## src/rtl/seq_divider_pkg.sv

```systemverilog
// Shared types and constants for the sequential restoring divider.
package div_pkg;

  localparam int unsigned DEFAULT_WIDTH = 32;

  typedef enum logic [1:0] {
    S_IDLE = 2'd0,
    S_BUSY = 2'd1,
    S_FIX  = 2'd2,
    S_DONE = 2'd3
  } state_e;

  // Counter wide enough to hold the values 0..width.
  function automatic int unsigned cnt_width(input int unsigned width);
    return $clog2(width + 1);
  endfunction

endpackage

```

## src/rtl/cla_subtractor.sv

```systemverilog
// Combinational N-bit subtractor (a - b) with a parallel-prefix carry network.
module cla_subtractor #(
  parameter int unsigned N = 9
) (
  input  logic [N-1:0] a,
  input  logic [N-1:0] b,
  output logic [N-1:0] diff,
  output logic         borrow
);

  logic [N-1:0] gen;
  logic [N-1:0] prop;
  logic [N-1:0] grp_g;
  logic [N-1:0] grp_p;
  logic [N-1:0] nxt_g;
  logic [N-1:0] nxt_p;
  logic [N:0]   carry;

  // a + ~b + 1: group generate/propagate built in log2(N) prefix stages.
  always_comb begin
    gen   = a & ~b;
    prop  = a ^ ~b;
    grp_g = gen;
    grp_p = prop;
    nxt_g = gen;
    nxt_p = prop;
    for (int d = 1; d < int'(N); d = d * 2) begin
      nxt_g = grp_g;
      nxt_p = grp_p;
      for (int i = d; i < int'(N); i++) begin
        nxt_g[i] = grp_g[i] | (grp_p[i] & grp_g[i-d]);
        nxt_p[i] = grp_p[i] & grp_p[i-d];
      end
      grp_g = nxt_g;
      grp_p = nxt_p;
    end
    carry  = {grp_g | grp_p, 1'b1};
    diff   = prop ^ carry[N-1:0];
    borrow = ~carry[N];
  end

endmodule

```

## src/rtl/seq_divider.sv

```systemverilog
// Sequential restoring divider, one quotient bit per cycle, valid/ready on both sides.
// Define SEQ_DIVIDER_SIGNED_EN to add the in_signed port for two's-complement division.
module seq_divider
  import div_pkg::*;
#(
  parameter int unsigned WIDTH = DEFAULT_WIDTH
) (
  input  logic             clk,
  input  logic             rst,
  input  logic             in_valid,
  output logic             in_ready,
  input  logic [WIDTH-1:0] dividend,
  input  logic [WIDTH-1:0] divisor,
`ifdef SEQ_DIVIDER_SIGNED_EN
  input  logic             in_signed,
`endif
  output logic             out_valid,
  input  logic             out_ready,
  output logic [WIDTH-1:0] quotient,
  output logic [WIDTH-1:0] remainder,
  output logic             div_by_zero
);

  localparam int unsigned CNT_W = cnt_width(WIDTH);

  state_e             state_q, state_d;
  logic [CNT_W-1:0]   cnt_q, cnt_d;
  logic [WIDTH-1:0]   rem_q, rem_d;
  logic [WIDTH-1:0]   quo_q, quo_d;
  logic [WIDTH-1:0]   dvs_q, dvs_d;
  logic [WIDTH-1:0]   quotient_q, quotient_d;
  logic [WIDTH-1:0]   remainder_q, remainder_d;
  logic               zero_q, zero_d;
  logic               dbz_q, dbz_d;
  logic               in_ready_q, in_ready_d;
  logic               out_valid_q, out_valid_d;
  logic               div_zero;
`ifdef SEQ_DIVIDER_SIGNED_EN
  logic               neg_quo_q, neg_quo_d;
  logic               neg_rem_q, neg_rem_d;
  logic               dvd_neg, dvs_neg;
`endif

  logic [WIDTH:0]     partial;
  logic [WIDTH:0]     diff;
  logic               borrow;
  logic               unused_diff_msb;

  assign partial         = {rem_q, quo_q[WIDTH-1]};
  assign unused_diff_msb = diff[WIDTH];

  cla_subtractor #(.N(WIDTH + 1)) u_sub (
    .a      (partial),
    .b      ({1'b0, dvs_q}),
    .diff   (diff),
    .borrow (borrow)
  );

  // Next-state and datapath; the dividend shifts out of quo_q as quotient bits shift in.
  always_comb begin
    state_d     = state_q;
    cnt_d       = cnt_q;
    rem_d       = rem_q;
    quo_d       = quo_q;
    dvs_d       = dvs_q;
    zero_d      = zero_q;
    quotient_d  = quotient_q;
    remainder_d = remainder_q;
    dbz_d       = dbz_q;
    div_zero    = (divisor == '0);
`ifdef SEQ_DIVIDER_SIGNED_EN
    neg_quo_d   = neg_quo_q;
    neg_rem_d   = neg_rem_q;
    dvd_neg     = in_signed & dividend[WIDTH-1];
    dvs_neg     = in_signed & divisor[WIDTH-1];
`endif

    case (state_q)
      S_IDLE: begin
        if (in_valid) begin
          zero_d  = div_zero;
          cnt_d   = '0;
          rem_d   = '0;
          state_d = div_zero ? S_FIX : S_BUSY;
`ifdef SEQ_DIVIDER_SIGNED_EN
          // Divide-by-zero keeps the raw dividend so it can be returned unchanged.
          quo_d     = (dvd_neg && !div_zero) ? (~dividend + WIDTH'(1)) : dividend;
          dvs_d     = dvs_neg ? (~divisor + WIDTH'(1)) : divisor;
          neg_quo_d = dvd_neg ^ dvs_neg;
          neg_rem_d = dvd_neg;
`else
          quo_d = dividend;
          dvs_d = divisor;
`endif
        end
      end
      S_BUSY: begin
        rem_d = borrow ? partial[WIDTH-1:0] : diff[WIDTH-1:0];
        quo_d = {quo_q[WIDTH-2:0], ~borrow};
        cnt_d = cnt_q + CNT_W'(1);
        if (cnt_q == CNT_W'(WIDTH - 1)) begin
          state_d = S_FIX;
        end
      end
      S_FIX: begin
        state_d = S_DONE;
        dbz_d   = zero_q;
        if (zero_q) begin
          quotient_d  = '1;
          remainder_d = quo_q;
        end else begin
`ifdef SEQ_DIVIDER_SIGNED_EN
          quotient_d  = neg_quo_q ? (~quo_q + WIDTH'(1)) : quo_q;
          remainder_d = neg_rem_q ? (~rem_q + WIDTH'(1)) : rem_q;
`else
          quotient_d  = quo_q;
          remainder_d = rem_q;
`endif
        end
      end
      S_DONE: begin
        if (out_ready) begin
          state_d = S_IDLE;
        end
      end
      default: state_d = S_IDLE;
    endcase

    in_ready_d  = (state_d == S_IDLE);
    out_valid_d = (state_d == S_DONE);
  end

  always_ff @(posedge clk) begin
    if (rst) begin
      state_q     <= S_IDLE;
      cnt_q       <= '0;
      rem_q       <= '0;
      quo_q       <= '0;
      dvs_q       <= '0;
      zero_q      <= 1'b0;
      quotient_q  <= '0;
      remainder_q <= '0;
      dbz_q       <= 1'b0;
      in_ready_q  <= 1'b1;
      out_valid_q <= 1'b0;
`ifdef SEQ_DIVIDER_SIGNED_EN
      neg_quo_q   <= 1'b0;
      neg_rem_q   <= 1'b0;
`endif
    end else begin
      state_q     <= state_d;
      cnt_q       <= cnt_d;
      rem_q       <= rem_d;
      quo_q       <= quo_d;
      dvs_q       <= dvs_d;
      zero_q      <= zero_d;
      quotient_q  <= quotient_d;
      remainder_q <= remainder_d;
      dbz_q       <= dbz_d;
      in_ready_q  <= in_ready_d;
      out_valid_q <= out_valid_d;
`ifdef SEQ_DIVIDER_SIGNED_EN
      neg_quo_q   <= neg_quo_d;
      neg_rem_q   <= neg_rem_d;
`endif
    end
  end

  assign in_ready    = in_ready_q;
  assign out_valid   = out_valid_q;
  assign quotient    = quotient_q;
  assign remainder   = remainder_q;
  assign div_by_zero = dbz_q;

endmodule

```

## config.mk

```make
export PLATFORM = sky130hd
export DESIGN_NAME = seq_divider
export DESIGN_NICKNAME = d
export VERILOG_FILES = /design/src/rtl/seq_divider_pkg.sv /design/src/rtl/cla_subtractor.sv /design/src/rtl/seq_divider.sv
export SDC_FILE = /design/constraint.sdc
export NUM_CORES = 1
export LEC_CHECK = 0
export CORE_ASPECT_RATIO = 1.1
export CORE_UTILIZATION = 55
export CTS_CLUSTER_DIAMETER = 40
export CTS_CLUSTER_SIZE = 20
export DETAILED_ROUTE_END_ITERATION = 10
export PLACE_DENSITY = 0.81
export SYNTH_ARGS = -nofsm -noshare
export SYNTH_HDL_FRONTEND = slang
export SYNTH_SLANG_ARGS = --single-unit
export TNS_END_PERCENT = 20
```

## constraint.sdc

```tcl
create_clock -name clk -period 4.7 [get_ports clk]
set_input_delay 0.47 -clock clk [delete_from_list [all_inputs] [get_ports clk]]
set_output_delay 0.47 -clock clk [all_outputs]
set_load 0.05 [all_outputs]
```

== After elaboration in Yosys (flattened, before gate mapping) ==
Cells that the tools add are included.

* Output and inout port bits: 67
* Bits in registers: 172
* Word-level logic and storage cells: 448
* Bits of input ports: 68

* Bitwise logic cells: 410
* Mux-type cells: 14
* Reductions and logical operators: 6
* Add/subtract/negate cells: 1
* Equal/unequal tests: 6

{| class="wikitable"
|+ Operator list
! operator !! number
|-
| $and A1 B1 Y1 || 270
|-
| $mux W32 || 5
|-
| $or A1 B1 Y1 || 135
|-
| $pmux W32 S2 || 2
|-
| $and A33 B33 Y33 || 1
|-
| $not A32 Y33 || 1
|-
| $or A33 B33 Y33 || 1
|-
| $xor A33 B33 Y33 || 1
|-
| $logic_not A32 Y1 || 1
|-
| $xor A32 B32 Y32 || 1
|-
| $pmux W6 S2 || 1
|-
| $mux W2 || 4
|-
| $pmux W2 S4 || 1
|-
| $add A6 B1 Y6 const B || 1
|-
| $eq A2 B2 Y1 const B || 3
|-
| $eq A6 B5 Y1 const B || 1
|-
| $mux W6 || 1
|-
| $logic_not A2 Y1 || 2
|-
| $reduce_and A2 Y1 || 2
|-
| $eq A2 B1 Y1 const B || 1
|-
| $ne A2 B2 Y1 const B || 1
|-
| $reduce_bool A2 Y1 || 1
|}

== Depth between registers and ports, before layout ==
Gate-level depths: netlist of run 1.

* Depth after elaboration: 17
* Mapped depth: 13
* Mapped depth without buffers: 11

== Modules after synthesis ==
Synthesis of run 1 repeated with hierarchy kept, for this count alone.

* Cells, all modules: 1,140
* Area, all modules: 8,942.3 sq um

{| class="wikitable"
|+ Modules (own cells, without submodules)
! module !! area each (sq um) !! instances !! cells an instance !! seq. area each (sq um)
|-
| seq_divider || 6,977.9 || 1 || 851 || 3,443.3
|-
| cla_subtractor || 1,964.4 || 1 || 289 || 0.0
|}

== Worst setup path before layout of run 1 ==
OpenSTA, ideal clock, no wires.

* Path kind: reg2reg
* Start point: register quo_q[31]
* End point: register rem_q[29]
* Data required time: 4,573 ps
* Period minus slack after synthesis: 2,765 ps
* Path buffers: 1
* Setup time: 127 ps
* Path slack: 1,935 ps
* Stages on the path, launching flop included: 13
* Arrival time: 2,638 ps
* Cell sequence: dfxtp_1 > inv_1 > ha_1 > o211ai_2 > a21boi_2 > a41oi_2 > o21a_2 > o21ai_4 > a211oi_4 > or2_1 > buf_2 > a32o_1 > or3_1

* Word-level cells in the longest chain between the ends: 11
* Elaborated cells between the ends (all ways): 18
* Those cells by class: 2 x mux; 16 x bitwise

{| class="wikitable"
|+ RTL lines
! element !! line !! RTL
|-
| start, declared || seq_divider.sv:29 || <nowiki>logic [WIDTH-1:0] quo_q, quo_d;</nowiki>
|-
| start signal, assigned || seq_divider.sv:154 || <nowiki>quo_q <= quo_d;</nowiki>
|-
| $and A33 B33 Y33 || cla_subtractor.sv:21 || <nowiki>gen = a & ~b;</nowiki>
|-
| $and A1 B1 Y1 || cla_subtractor.sv:31 || <nowiki>nxt_g[i] = grp_g[i] | (grp_p[i] & grp_g[i-d]);</nowiki>
|-
| $or A1 B1 Y1 || cla_subtractor.sv:31 ||
|-
| $and A1 B1 Y1 || cla_subtractor.sv:31 ||
|-
| $or A1 B1 Y1 || cla_subtractor.sv:31 ||
|-
| $and A1 B1 Y1 || cla_subtractor.sv:31 ||
|-
| $or A1 B1 Y1 || cla_subtractor.sv:31 ||
|-
| $or A33 B33 Y33 (*) || cla_subtractor.sv:37 || <nowiki>carry = {grp_g | grp_p, 1'b1};</nowiki>
|-
| $xor A32 B32 Y32 || cla_subtractor.sv:38 || <nowiki>diff = prop ^ carry[N-1:0];</nowiki>
|-
| $mux W32 (*) || seq_divider.sv:98 || <nowiki>rem_d = borrow ? partial[WIDTH-1:0] : diff[WIDTH-1:0];</nowiki>
|-
| $pmux W32 S2 (*) || seq_divider.sv:78 || <nowiki>case (state_q)</nowiki>
|-
| end signal, assigned || seq_divider.sv:153 || <nowiki>rem_q <= rem_d;</nowiki>
|-
| end, declared || seq_divider.sv:28 || <nowiki>logic [WIDTH-1:0] rem_q, rem_d;</nowiki>
|}

Mark *: on every way between the ends. The rest lies on a longest branch, timed or not.
A chain may end at the register's enable or synchronous reset.

== Worst setup path in the final report of run 1 ==
* Start point: register rem_q[17]
* End point: register rem_q[29]

* Word-level cells in the longest chain between the ends: 14
* Elaborated cells between the ends (all ways): 33
* Those cells by class: 2 x mux; 31 x bitwise

{| class="wikitable"
|+ RTL lines
! element !! line !! RTL
|-
| $xor A33 B33 Y33 || cla_subtractor.sv:22 || <nowiki>prop = a ^ ~b;</nowiki>
|-
| $and A1 B1 Y1 || cla_subtractor.sv:31 ||
|-
| $or A1 B1 Y1 || cla_subtractor.sv:31 ||
|-
| $and A1 B1 Y1 || cla_subtractor.sv:31 ||
|-
| $or A1 B1 Y1 || cla_subtractor.sv:31 ||
|-
| $and A1 B1 Y1 || cla_subtractor.sv:31 ||
|-
| $or A1 B1 Y1 || cla_subtractor.sv:31 ||
|-
| $and A1 B1 Y1 || cla_subtractor.sv:31 ||
|-
| $or A1 B1 Y1 (3 in a row) || cla_subtractor.sv:31 ||
|-
| $or A33 B33 Y33 (*) || cla_subtractor.sv:37 ||
|-
| $mux W32 (*) || seq_divider.sv:98 ||
|-
| $pmux W32 S2 (*) || seq_divider.sv:78 ||
|}

Marked as above.

==> results.cfg, run 1 <==
[worst_hold_path]
min_path_type = flop to flop

[timing]
period_minus_slack_ns = 3.44
holdWs_ns = 0.455
fin_crit_sh_pct = 73.2
hold_viol = 0
rsz0062_at_grt = false
maxSlewHeadroom_pct = 31.1
worstMarginPinSlew_ns = 1.03
drv_slew = 0
setup_tns_ns = 0
setup_viol = 0
fmax_mhz = 291
fin_skew_ns = 0.00674

[logic_synthesis]
synth.distinct_cells = 56
avgSynthCellArea_um2 = 7.82
synth-edff-count = 0
yosysWarnings = 0
synth_area_leader_cell = dfxtp_1
synth_area_leaders = dfxtp_1 (40%), nor2_1 (8.0%), nor3_1 (5.9%), a21oi_1 (5.7%), mux2i_1 (5.6%)
ys.flop_type = dfxtp_1
synth_cells = 1098
async_flop_share_pct = 0
synth_area_um2 = 8590
syn-num-nets = 1200
ys_ff_latch = 172
ys_seq_area_share_pct = 40.1
synth_top_area_share_pct = 40.1

[worst_setup_path]
end_kind = flop
crit_arrival_ns = 3.76
crit_type = flop to flop
worst_setup_path_start_kind = flop
crit_required_ns = 5.02
worstPathMaxFanout = 23

[route]
wirelength_um = 22200
vias_per_cell = 5.72
drt_iter0_drc = 962
drcViolationCount = 0
routedWlPerCell_um = 15.9
vias = 7991
drt_first_pass_iters = 5
ant_nets = 0

[clock_network]
cts_tree = yes
path_clk_slew_ns = 0.07
worstSkewPairLatency_ns = 0.44
cts_hold_buf = 0
numCtsBuffers = 17
ctsResizeCount = 0
cts_setup_buffers = 0
clockBufferDepth = 2
ctsHtreeMaxLevel = 4
cts-root-buf = clkbuf_16
cts.sinks = 172

[global_routing]
grt-ovfl-total = 0
grt_pass1_wl_um = 36000
antenna_found_initial = 0
first_global_vias = 7132
grt_start_max_net_pins = 98
grt_usage_pct = 28.0

[final_layout]
finalNetCount = 1289
num-fill-cells = 1257
final_core_util_pct = 69.9
syn2layout_area_growth_pct = 23.4
layout-drive-gt1-share_pct = 5.25
antenna_cells = 0

[pwr]
finalPower_mw = 3.97
ir_drop_mv = 0.247
p_per_area_nw_per_um2 = 374
leakage_nw = 3.90

[outcome]
outcome = completed

[floorplanning]
ioPinCount = 135
num_rows = 47
initial_core_util_pct = 56.6
die_h_um = 133
core-area_um2 = 15200
die-area_um2 = 16100
die_x_um = 121

[job]
cap_violations = 0

[placed_design]
finalWeightedCongestion = 0.910
place_hpwl_um = 15500
io_buffers = 134
[power by group]
group	leakage, nW	internal [mW]	switching, mW	total (mW)
clock network	0.290	0.869	0.610	1.48
logic	2.21	0.377	0.514	0.891
registers	1.40	1.52	0.0756	1.60
[final timing paths]
check / startpoint / end / slack (ns) / depth (start not counted)
hold / removal: dvs_q[9] / dvs_q[9] / 0.46 / 2
setup / recovery: rem_q[17] / rem_q[29] / 1.26 / 9
setup reg to reg: rem_q[17] / rem_q[29] / 1.26 / 9
hold reg to reg: dvs_q[9] / dvs_q[9] / 0.46 / 2
[synth_stat cells, types with 11 or more instances]
cell      number
o21ai_1       26
a21oi_1       97
mux2i_1       48
nor3_1       102
a211oi_1      35
o21ai_0       17
nor4_1        11
clkbuf_1      62
nand2_1      101
xnor2_1       15
a32oi_1       15
dfxtp_1      172
nor2_1       184
ha_1          34
nor2b_1       38
inv_1         37
[placed cells by master (no fill, tap or decap), types with 4 or more instances in the layout]
cell type	netlist	routed
nor2_1	184	182
dfxtp_1	172	170
clkdlybuf4s50_1	0	133
nor3_1	102	102
nand2_1	101	101
a21oi_1	97	97
mux2i_1	48	48
inv_1	37	37
nor2b_1	38	37
a211oi_1	35	35
ha_1	34	34
o21ai_1	26	26
o21ai_0	17	17
clkbuf_16	0	17
a32oi_1	15	15
xnor2_1	15	15
buf_4	2	13
nor4_1	11	11
nand3_1	10	10
a21o_1	10	10
xor2_1	9	9
nand4_1	8	8
o21a_1	5	5
and2_1	4	4
nand2b_1	4	4
clkinvlp_4	0	4
[per-layer routing]
layer	share of wire (%)	GRT usage, %
met1	48	40.2
met2	45	43.0
met3	5.3	4.14
met4	1.6	9.33
met5	0	0
[critical path: stages, from the launching register on]
cell	delay [ns]
dfxtp_1	0.34
ha_1	0.40
a211oi_2	0.28
o211ai_1	0.15
a41o_1	0.29
o2111a_1	0.31
a211oi_4	0.41
or2_1	0.66
nor4_1	0.09
or3_1	0.39
[stage by stage]
step	instance area [um2]	std cells	setup WS [ns]
after floorplan	8590	1098	1.93
after global placement	9980	1364	1.31
after detailed placement	9980	1364	1.30
after CTS	10600	1396	1.26
after global routing	10600	1396	1.03
final	10600	1396	1.26
[state kept, by name, summed over array words and instances (netlist names)]
name and flops:
in_ready 1, state_q 2, quotient 32, dvs_q 32, remainder 32, zero_q 1, quo_q 32, div_by_zero 1
out_valid 1, cnt_q 6, rem_q 32
[cell families after synthesis]
family,after synthesis,share of synthesized area (%)
DFF,172,40.1
muxes,49,5.72
and+or+nand+nor,477,24.9
adders and majority gates,34,4.95
AOI/OAI and AO/OA,229,16.8
buffers and inverters,113,5.05
xor gates and xnor gates,24,2.45
[cell type report]
class	count	area [um2]	area share, %
Clock buffer	20	457	4.31
Tap cell	196	245	2.31
Timing Repair Buffer	146	1430	13.5
Sequential cell	172	3450	32.5
Multi-Input combinational cell	813	4720	44.6
Clock inverter	12	160	1.51
Inverter	37	139	1.31
Note: power is estimated with default switching activity, not from simulation.
==> inputs of run 2 (changes only) <==
--- a/config.mk
+++ b/config.mk
@@ -6,11 +6,11 @@
 export NUM_CORES = 1
 export LEC_CHECK = 0
 export CORE_ASPECT_RATIO = 1.1
-export CORE_UTILIZATION = 55
+export CORE_UTILIZATION = 54
 export CTS_CLUSTER_DIAMETER = 40
 export CTS_CLUSTER_SIZE = 20
 export DETAILED_ROUTE_END_ITERATION = 10
-export PLACE_DENSITY = 0.81
+export PLACE_DENSITY = 0.8
 export SYNTH_ARGS = -nofsm -noshare
 export SYNTH_HDL_FRONTEND = slang
 export SYNTH_SLANG_ARGS = --single-unit
==> constraint.sdc (replaced) <==
create_clock -name clk -period 3.5 [get_ports clk]
set_input_delay 0.35 -clock clk [delete_from_list [all_inputs] [get_ports clk]]
set_output_delay 0.35 -clock clk [all_outputs]
set_load 0.05 [all_outputs]
==> run 2 against run 1 <==
  * Setup slack got worse by 0.99 ns
  * Die area increased by 1.8%
  * Sequential share of layout area decreased by 0.43 points
  * Non-clock buffer count increased by 7
==> results.cfg, run 2 (synthesis results as in run 1) <==
[final_layout]
layout-drive-gt1-share_pct = 5.80
syn2layout_area_growth_pct = 25.1
antenna_cells = 0
finalNetCount = 1296
layout.cells.most_common_list = nor2_1 (182), dfxtp_1 (170), clkdlybuf4s50_1 (133)
final_common_cell = nor2_1

[pwr]
seqPwrFrac_pct = 38.7
comb_power_share_pct = 21.9
intPower_mw = 3.98
finalPower_mw = 5.56
p_sw_share_pct = 28.3
p_clk_share_pct = 39.5
p_per_area_nw_per_um2 = 517
p_switching_mw = 1.57
leakage_nw = 3.98
ir_drop_mv = 0.368

[worst_setup_path]
r2r-end = rem_q[15]
crit_arrival_ns = 3.61
critPathSlowestCell = or4_1
crit_required_ns = 3.87
worstPathMaxFanout = 18
r2r_start = quo_q[31]
crit_path_end = rem_q[15]
crit_path_start = quo_q[31]
path_cells = inv_1, ha_1, o211ai_2, a21boi_2, a41oi_2, o21a_2, o21ai_4, a211oi_4, or2_1, buf_4, or4_1, nand3_1
reg2regPathDepth = 12
reg2reg_setup_slack_ns = 0.26
slowest_delay_ns = 0.50
crit_type = flop to flop
worst_setup_path_start_kind = flop
end_kind = flop

[global_routing]
grt_pass1_wl_um = 36500
antenna_found_initial = 0
grt_usage_pct = 27.9
grt_start_max_net_pins = 80
first_global_vias = 7223
grt-ovfl-total = 0

[clock_network]
ctsHtreeMaxLevel = 4
path_clk_slew_ns = 0.06
cts.sinks = 172
numCtsBuffers = 17
worstSkewPairLatency_ns = 0.44
cts-root-buf = clkbuf_16
cts_hold_buf = 0
ctsResizeCount = 0
cts_tree = yes
cts_setup_buffers = 0
clockBufferDepth = 2

[timing]
setup_tns_ns = 0
setup_viol = 0
holdWs_ns = 0.314
fin_skew_ns = 0.00728
worstMarginPinSlew_ns = 1.06
drv_slew = 0
rsz0062_at_grt = false
fmax_mhz = 309
period_minus_slack_ns = 3.24
fin_crit_sh_pct = 92.4
hold_viol = 0
maxSlewHeadroom_pct = 29.4

[route]
drt_first_pass_iters = 5
drt_iter0_drc = 843
vias_per_cell = 5.68
ant_nets = 0
vias = 7972
wirelength_um = 22100
drcViolationCount = 0
routedWlPerCell_um = 15.8

[placed_design]
io_buffers = 134
finalWeightedCongestion = 0.885
place_hpwl_um = 15400

[floorplanning]
die-area_um2 = 16400
num_rows = 47
initial_core_util_pct = 56.2
die_h_um = 134
die_x_um = 122
core-area_um2 = 15300
ioPinCount = 135

[job]
cap_violations = 0

[worst_hold_path]
min_path_type = primary input to flop

[outcome]
outcome = completed
[run 2: through the flow]
| step | instances | utilization (%) | area [um2] | setup WS, ns |
|---|---|---|---|---|
| floorplan | 1098 | - | 8590 | 0.735 |
| global placement | 1371 | 65.7 | 10000 | 0.431 |
| detailed placement | 1371 | 65.7 | 10000 | 0.327 |
| CTS | 1403 | 70.3 | 10700 | 0.273 |
| global route | 1403 | 70.3 | 10700 | 0.0934 |
| finish | 1403 | 70.3 | 10700 | 0.265 |
[run 2: routing by layer]
metal  track usage, %  vias up  part of all wire (%)
met5                0        -                     0
met4             8.40        0                   1.5
met3             5.14       32                   7.1
met2             42.4      293                    45
met1             39.8     3647                    47
li1                 -     4000                     -
[run 2: critical path, delay by kind of cell (launching register included)]
kind                     cells  cell delay (ns)
AO/OA/AOI/OAI                6             1.18
adder cells (fa/ha/maj)      1             0.35
buffers and inverters        2             0.32
flip-flops                   1             0.39
AND/OR/NAND/NOR              3             0.90
[run 2: how the worst min path moves through the flow]
stage | from | to | slack, ns | depth (start not counted)
after global placement | dvs_q[23] | dvs_q[23] | 0.44 | 2
after floorplan | rst | state_q[0] | 0.43 | 1
after global routing | rst | rem_q[0] | 0.34 | 3
after CTS | rst | rem_q[0] | 0.30 | 3
after detailed placement | dvs_q[1] | dvs_q[1] | 0.45 | 2
final | rst | rem_q[0] | 0.31 | 3
[run 2: area by class of cell]
class,instances,area (um2)
Clock buffer,22,484
Clock inverter,10,209
Fill cell,1275,4550
Inverter,37,139
Multi-Input combinational cell,813,4720
Sequential cell,172,3450
Tap cell,196,245
Timing Repair Buffer,153,1490
[run 2: power by group through the flow]
stage          logic (mW)  clock network [mW]  registers, mW
3_5_place_dp         1.19                   0           2.19
4_1_cts              1.21                2.21           2.14
2_1_floorplan       0.911                   0           2.15
5_1_grt              1.34                2.30           2.16
3_3_place_gp         1.18                   0           2.18
6_report             1.21                2.19           2.15
==> inputs of run 3 (changes only) <==
==> constraint.sdc (replaced) <==
create_clock -name clk -period 3.1 [get_ports clk]
set_input_delay 0.31 -clock clk [delete_from_list [all_inputs] [get_ports clk]]
set_output_delay 0.31 -clock clk [all_outputs]
set_load 0.05 [all_outputs]
==> run 3 against run 2 <==
  * Die area is the same
  * Core utilization grew 0.082 points
  * Critical endpoint is now rem_q[29]
  * Flip-flop and latch count did not move
  * Combinational power is 19% higher
  * Wire length grew 2.1%
  * Cell area rose by 0.12%
  * Clock skew is essentially flat
  * First-iteration DRC count up 4.6%
  * Cell count increased by 0.29%
==> results.cfg, run 3 (synthesis results as in run 1) <==
[outcome]
outcome = completed

[clock_network]
cts_setup_buffers = 0
worstSkewPairLatency_ns = 0.43
cts_tree = yes
numCtsBuffers = 17
cts_hold_buf = 0
ctsHtreeMaxLevel = 4
cts-root-buf = clkbuf_16
path_clk_slew_ns = 0.06
clockBufferDepth = 2
cts.sinks = 172

[pwr]
ir_drop_mv = 0.393
p_per_area_nw_per_um2 = 580
leakage_nw = 3.99

[global_routing]
antenna_found_initial = 0
first_global_vias = 7170
grt-ovfl-total = 0
grt_usage_pct = 27.6
grt_pass1_wl_um = 35900
grt_start_max_net_pins = 80

[placed_design]
finalWeightedCongestion = 0.899
place_hpwl_um = 15600
io_buffers = 134
place_ws_ns = 0.136

[timing]
worstMarginPinSlew_ns = 0.829
setup_tns_ns = 0
fin_crit_sh_pct = 94.1
fin_ws_ns = 0.183
holdWs_ns = 0.133
rsz0062_at_grt = false
period_minus_slack_ns = 2.92
fmax_mhz = 343
fin_skew_ns = 0.00741
setup_viol = 0
hold_viol = 0
drv_slew = 0
maxSlewHeadroom_pct = 44.7

[worst_setup_path]
end_kind = flop
r2r-end = rem_q[29]
crit_path_start = rem_q[17]
r2r_start = rem_q[17]
crit_required_ns = 3.41
reg2regPathDepth = 10
worstPathMaxFanout = 7
crit_type = flop to flop
crit_path_end = rem_q[29]
worst_setup_path_start_kind = flop
reg2reg_setup_slack_ns = 0.18
crit_arrival_ns = 3.23

[final_layout]
multiInputGateArea_um2 = 4730
antenna_cells = 0
num-fill-cells = 1286
final_common_cell = nor2_1
layout-drive-gt1-share_pct = 6.28
finalNetCount = 1300
layout.cells.most_common_list = nor2_1 (182), dfxtp_1 (170), clkdlybuf4s50_1 (133)
regArea_um2 = 3450
syn2layout_area_growth_pct = 25.2

[route]
ant_nets = 0
wirelength_um = 22600
routedWlPerCell_um = 16.0
drcViolationCount = 0
vias = 8046
vias_per_cell = 5.72
drt_iter0_drc = 882
drt_first_pass_iters = 6

[worst_hold_path]
min_path_type = primary input to flop
worstHoldPathCells = 2

[floorplanning]
die_h_um = 134
num_rows = 47
core-area_um2 = 15300
die-area_um2 = 16400
ioPinCount = 135
initial_core_util_pct = 56.2
die_x_um = 122

[job]
cap_violations = 0
[run 3: worst min path at each step]
stage                        end  startpoint
floorplan             state_q[0]         rst
global placement       dvs_q[22]   dvs_q[22]
detailed placement     dvs_q[16]   dvs_q[16]
CTS                 remainder[7]         rst
global route        remainder[3]         rst
finish              remainder[4]         rst
[run 3: per-stage QoR]
stage,utilization [%],total power [mW],std cells,cell area (um2)
after floorplan,-,3.45,1098,8590
after global routing,70.3,6.50,1407,10800
after global placement,66.0,3.84,1375,10100
after detailed placement,66.0,3.87,1375,10100
final,70.3,6.24,1407,10800
after CTS,70.3,6.22,1407,10700
[run 3: layer usage]
layer / GRT usage, % / wire length, um
met2: 42.4 / 10200
met4: 8.60 / 352
met1: 39.0 / 10500
met5: 0 / 0
met3: 4.93 / 1520
[run 3: layout make-up]
type	instances	area share, %
Clock buffer	18	4.08
Clock inverter	14	2.01
Inverter	37	1.29
Multi-Input combinational cell	813	44.0
Sequential cell	172	32.0
Tap cell	196	2.28
Timing Repair Buffer	157	14.3
[run 3: critical path: stages (launching register included)]
cell and delay, ns:
dfxtp_1 0.35, ha_1 0.40, a211oi_2 0.29, o211ai_1 0.13, a41o_1 0.29, o2111a_1 0.31
a211oi_4 0.26, buf_4 0.20, nor2_4 0.07, and4_1 0.17, or3_1 0.33
[run 3: what timing repair did]
| item | 4_1_cts | 5_1_grt |
|---|---|---|
| setup endpoints to repair | 0 | 22 |
| hold endpoints to repair | 0 | 0 |
| gates resized for setup | 0 | 2 |
[run 3: power breakdown]
| part | leakage (nW) | switching (mW) | internal, mW |
|---|---|---|---|
| clock network | 0.321 | 0.918 | 1.46 |
| registers | 1.40 | 0.115 | 2.31 |
| logic | 2.27 | 0.807 | 0.631 |
